$ cat config.mk
export PLATFORM = sky130hd
export DESIGN_NAME = piso_serializer
export DESIGN_NICKNAME = d
export VERILOG_FILES = /design/src/rtl/piso_pkg.sv /design/src/rtl/piso_serializer.sv
export SDC_FILE = /design/constraint.sdc
export NUM_CORES = 1
export LEC_CHECK = 0
export BUFFER_PORTS_ARGS = -buffer_cell sky130_fd_sc_hd__buf_2
export CAP_MARGIN = 10
export CORE_AREA = 2 2 39 41
export CTS_CLUSTER_DIAMETER = 150
export DETAILED_ROUTE_END_ITERATION = 10
export DIE_AREA = 0 0 41 43
export GPL_TIMING_DRIVEN = 0
export MAX_ROUTING_LAYER = met4
export PLACE_DENSITY = 0.75
export REMOVE_ABC_BUFFERS = 1
export SLEW_MARGIN = 20
export SYNTH_ARGS = -nofsm -noshare
export SYNTH_HDL_FRONTEND = slang
export SYNTH_SLANG_ARGS = --single-unit
$ cat constraint.sdc
create_clock -name clk -period 4.4 [get_ports clk]
set_input_delay 0.22 -clock clk [delete_from_list [all_inputs] [get_ports clk]]
set_output_delay 0.22 -clock clk [all_outputs]
set_load 0.01 [all_outputs]
$ cat src/rtl/piso_pkg.sv
// Shared types and helpers for the parallel-in/serial-out serializer.
package piso_pkg;

  typedef enum logic {
    IDLE  = 1'b0,
    SHIFT = 1'b1
  } piso_state_t;

  function automatic int cnt_width(input int width);
    return $clog2(width);
  endfunction

endpackage

$ cat src/rtl/piso_serializer.sv
// Parallel-in/serial-out shifter with valid/ready load, selectable bit order
// and an external bit-rate enable; back-to-back frames reload on the last bit.
module piso_serializer
  import piso_pkg::*;
#(
  parameter int WIDTH      = 8,
  parameter bit MSB_FIRST  = 1'b1,
  parameter bit IDLE_LEVEL = 1'b0
) (
  input  logic             clk,
  input  logic             rst,
  input  logic [WIDTH-1:0] load_data,
  input  logic             load_valid,
  output logic             load_ready,
  input  logic             shift_en,
  output logic             sout,
  output logic             sout_valid,
  output logic             sout_first,
  output logic             sout_last,
  output logic             busy
);

  localparam int            CW   = cnt_width(WIDTH);
  localparam logic [CW-1:0] LAST = CW'(WIDTH - 1);
  localparam logic [WIDTH-1:0] FILL = {WIDTH{IDLE_LEVEL}};

  piso_state_t      state, state_nxt;
  logic [WIDTH-1:0] shreg, shreg_nxt, shreg_adv;
  logic [CW-1:0]    cnt, cnt_nxt;
  logic             on_last, accept;

  assign on_last    = (state == SHIFT) && (cnt == LAST);
  assign load_ready = (state == IDLE) || (on_last && shift_en);
  assign accept     = load_valid && load_ready;

  // Shift toward the output end; vacated bits take the idle level.
  assign shreg_adv = MSB_FIRST ? {shreg[WIDTH-2:0], IDLE_LEVEL}
                               : {IDLE_LEVEL, shreg[WIDTH-1:1]};

  always_ff @(posedge clk or posedge rst) begin
    if (rst) begin
      state <= IDLE;
      shreg <= FILL;
      cnt   <= '0;
    end else begin
      state <= state_nxt;
      shreg <= shreg_nxt;
      cnt   <= cnt_nxt;
    end
  end

  always_comb begin
    state_nxt = state;
    shreg_nxt = shreg;
    cnt_nxt   = cnt;
    case (state)
      IDLE: begin
        if (accept) begin
          state_nxt = SHIFT;
          shreg_nxt = load_data;
          cnt_nxt   = '0;
        end
      end
      SHIFT: begin
        if (shift_en) begin
          if (cnt != LAST) begin
            shreg_nxt = shreg_adv;
            cnt_nxt   = cnt + 1'b1;
          end else if (accept) begin
            shreg_nxt = load_data;
            cnt_nxt   = '0;
          end else begin
            state_nxt = IDLE;
            shreg_nxt = FILL;
            cnt_nxt   = '0;
          end
        end
      end
      default: begin
        state_nxt = IDLE;
        shreg_nxt = FILL;
        cnt_nxt   = '0;
      end
    endcase
  end

  // Outputs come straight from registers so shift_en cannot glitch sout.
  always_comb begin
    sout       = IDLE_LEVEL;
    sout_valid = 1'b0;
    sout_first = 1'b0;
    sout_last  = 1'b0;
    if (state == SHIFT) begin
      sout       = MSB_FIRST ? shreg[WIDTH-1] : shreg[0];
      sout_valid = 1'b1;
      sout_first = (cnt == '0);
      sout_last  = (cnt == LAST);
    end
  end

  assign busy = sout_valid;

endmodule

==> results.sh <==
export IMPL_coreArea_um2=1380
export IMPL_initial_core_util=0.439
export IMPL_powerDensity_nw_per_um2=489
export IMPL_syn_area_um2=607
export IMPL_grt_max_degree=13
export IMPL_drc=0
export IMPL_gr_max_usage_layer="met2"
export IMPL_skew_ns=0.00419
export IMPL_htreeDepth=1
export IMPL_dieArea_um2=1760
export IMPL_maxCapViolations=0
export IMPL_drt_first_iter_violations=6
export IMPL_fin_total_pwr_w=0.000353
export IMPL_dr_pass1_iters=3
export IMPL_dpl_hpwl_um=832
export IMPL_grt_usage=0.158
export IMPL_max_freq_ghz=0.605
export IMPL_cts_buffers=3
export IMPL_grt_util_met2=0.222
export IMPL_nFillCells=125
export IMPL_antenna_cells=0
export IMPL_area_delta_synth_final_pct=19.0
export IMPL_vias_per_cell=5.37
export IMPL_crit_required_ns=4.18
export IMPL_synthCells=53
export IMPL_power_leakage_nw=0.411
export IMPL_cts_resized=0
export IMPL_p_seq_frac=0.479
export IMPL_root_buffer="clkbuf_4"
export IMPL_synth_area_leaders="dfrtp_1 49%, a221o_1 12%, and3_1 7.2%"
export IMPL_combPwrFrac=0.337
export IMPL_synthDominantCellAreaShare=0.495
export IMPL_vias=467
export IMPL_peakVddDrop_mv=0.238
export IMPL_tns_ns=0
export IMPL_placed_area_um2=689
export IMPL_min_period_over_period=0.376
export IMPL_status="completed"
export IMPL_maxSlewHeadroom=0.505
export IMPL_grt_pass1_wl_um=1810
export IMPL_worstSetupEndpointType="primary output"
export IMPL_worstSetupPathType="flip-flop to primary output"
export IMPL_pin_count=18
export IMPL_synth_top_area_cell="dfrtp_1"
export IMPL_cp_arrival_ns=1.43
export IMPL_cts_sinks=12
export IMPL_antenna_found_initial=0
export IMPL_use_met3=0.0157
export IMPL_avgSynthCellArea_um2=11.4
export IMPL_use_met1=0.209
export IMPL_hp_class="input port to flip-flop"
export IMPL_rsz0062_at_grt="no"
export IMPL_fin_area_um2=722
export IMPL_clkLatencyLatePin_ns=0.26
export IMPL_min_period_ns=1.65
export IMPL_ctsLongestPathBuffers=2
export IMPL_fp_dieW_um=41
export IMPL_ys_ff_latch=12
export IMPL_path_max_fanout=4
export IMPL_cts_tree="yes"
export IMPL_drive_gt1_frac=0.324
export IMPL_grt_pass1_vias=432
export IMPL_gr_total_overflow=0
export IMPL_synth_cell_types=20
export IMPL_reg2reg_slack_ns=2.81
export IMPL_setup_viol=0
export IMPL_critical_path_cell_chain="ha_1, ha_1, a21boi_2, inv_1, buf_2"
export IMPL_clk_pin_slew_ns=0.07
export IMPL_tightest_slew_ns=0.722
export IMPL_cp_slowest_cell="dfrtp_1"
export IMPL_fp_dieH_um=43
export IMPL_port_buffers=17
export IMPL_synthFlopType="dfrtp_1"
export IMPL_synth_most_common_cell="dfrtp_1"
export IMPL_start_kind="flip-flop"
export IMPL_drv_slew=0
export IMPL_hold_viol=0
export IMPL_slowest_delay_ns=0.39
export IMPL_ys_warn_count=0
export IMPL_p_sw_w=0.000111
export IMPL_synth_common_cells="12 x dfrtp_1, 7 x a221o_1, 7 x and3_1"
export IMPL_antenna_left=0
export IMPL_swShare=0.315
export IMPL_gp_congestion=0.755
export IMPL_synth_edf_count=0
export IMPL_wirelength_um=1150
export IMPL_internal_power_w=0.000242
export IMPL_final_nets=88
export IMPL_cpMostUsedCell="ha_1"
export IMPL_async_reset_ff_frac=1.00
export IMPL_pwr_share_clk=0.184
export IMPL_rows=14
export IMPL_ys_seq_area_frac=0.495
export IMPL_wire_per_inst_um=13.2
==> worst paths after layout <==
path,start,to,depth (start not counted)
worst max-delay path,cnt[0],load_ready,5
worst min-delay path,load_data[0],shreg[0],2
worst max register to register,cnt[0],shreg[6],5
worst min register to register,shreg[7],shreg[7],1
max in group asynchronous,rst,shreg[0],3
min in group asynchronous,rst,shreg[4],3
==> power groups by stage <==
stage / logic, W / registers [W] / clock network [W]
2_1_floorplan: 0.0000864 / 0.000166 / 0
3_3_place_gp: 0.000115 / 0.000171 / 0
3_5_place_dp: 0.000121 / 0.000172 / 0
4_1_cts: 0.000122 / 0.000169 / 0.0000670
5_1_grt: 0.000138 / 0.000174 / 0.0000725
6_report: 0.000119 / 0.000169 / 0.0000651
==> state kept, by name, indices dropped and copies added (netlist names) <==
register and flops:
cnt 3, shreg 8, state 1
==> what timing repair did <==
| action | 4_1_cts | 5_1_grt |
|---|---|---|
| endpoints found under the hold margin | 12 | 0 |
| buffers inserted | 0 | 0 |
| hold buffers | 1 | 0 |
==> worst max-delay path, delay by kind of cell (launching register included) <==
kind	cells	cell delay, ns
adders and majority gates	2	0.43
DFF	1	0.39
buffers and inverters	2	0.18
AOI/OAI and AO/OA	1	0.17
==> metrics by stage <==
step	hold WS (ns)	std cells	util	worst slack (ns)
floorplan	0.0847	50	-	2.94
global placement	0.249	83	0.498	2.83
detailed placement	0.255	83	0.498	2.82
CTS	0.170	87	0.522	2.73
global route	0.161	87	0.522	2.66
finish	0.179	87	0.522	2.75
==> cell type report <==
| cell class | instances | area (µm²) | area share |
|---|---|---|---|
| Sequential cell | 12 | 300 | 0.416 |
| Multi-Input combinational cell | 34 | 269 | 0.373 |
| Timing Repair Buffer | 18 | 95.1 | 0.132 |
| Clock buffer | 3 | 22.5 | 0.0312 |
| Tap cell | 16 | 20.0 | 0.0277 |
| Inverter | 4 | 15.0 | 0.0208 |
==> routing by layer <==
metal,up-vias,wire [µm]
met4,0,15
met2,10,540
met3,2,38
li1,231,-
met1,224,558
met5,-,0
==> placed cells by master, fill, tap and decap left out <==
master | netlist | final
a21boi_2 | 1 | 1
a221o_1 | 7 | 7
a22o_1 | 1 | 1
a32o_1 | 1 | 1
and2_1 | 2 | 2
and3_1 | 7 | 7
buf_2 | 0 | 17
clkbuf_4 | 0 | 3
dfrtp_1 | 12 | 12
dlygate4sd3_1 | 0 | 1
ha_1 | 3 | 3
inv_1 | 4 | 4
mux2_4 | 1 | 1
mux2i_1 | 1 | 1
nand2_1 | 1 | 1
nand3_1 | 2 | 2
nor2_1 | 2 | 2
nor2b_1 | 2 | 2
o21ai_0 | 2 | 2
or2_2 | 1 | 1
==> kinds of logic after synthesis <==
family | count (synthesis) | share of synthesized area
compound gates | 12 | 0.181
fa+ha+maj | 3 | 0.0619
buf+inv | 7 | 0.0618
flops | 12 | 0.495
mux | 2 | 0.0412
simple gates | 17 | 0.159
Note: power is estimated with default switching activity, not from simulation.
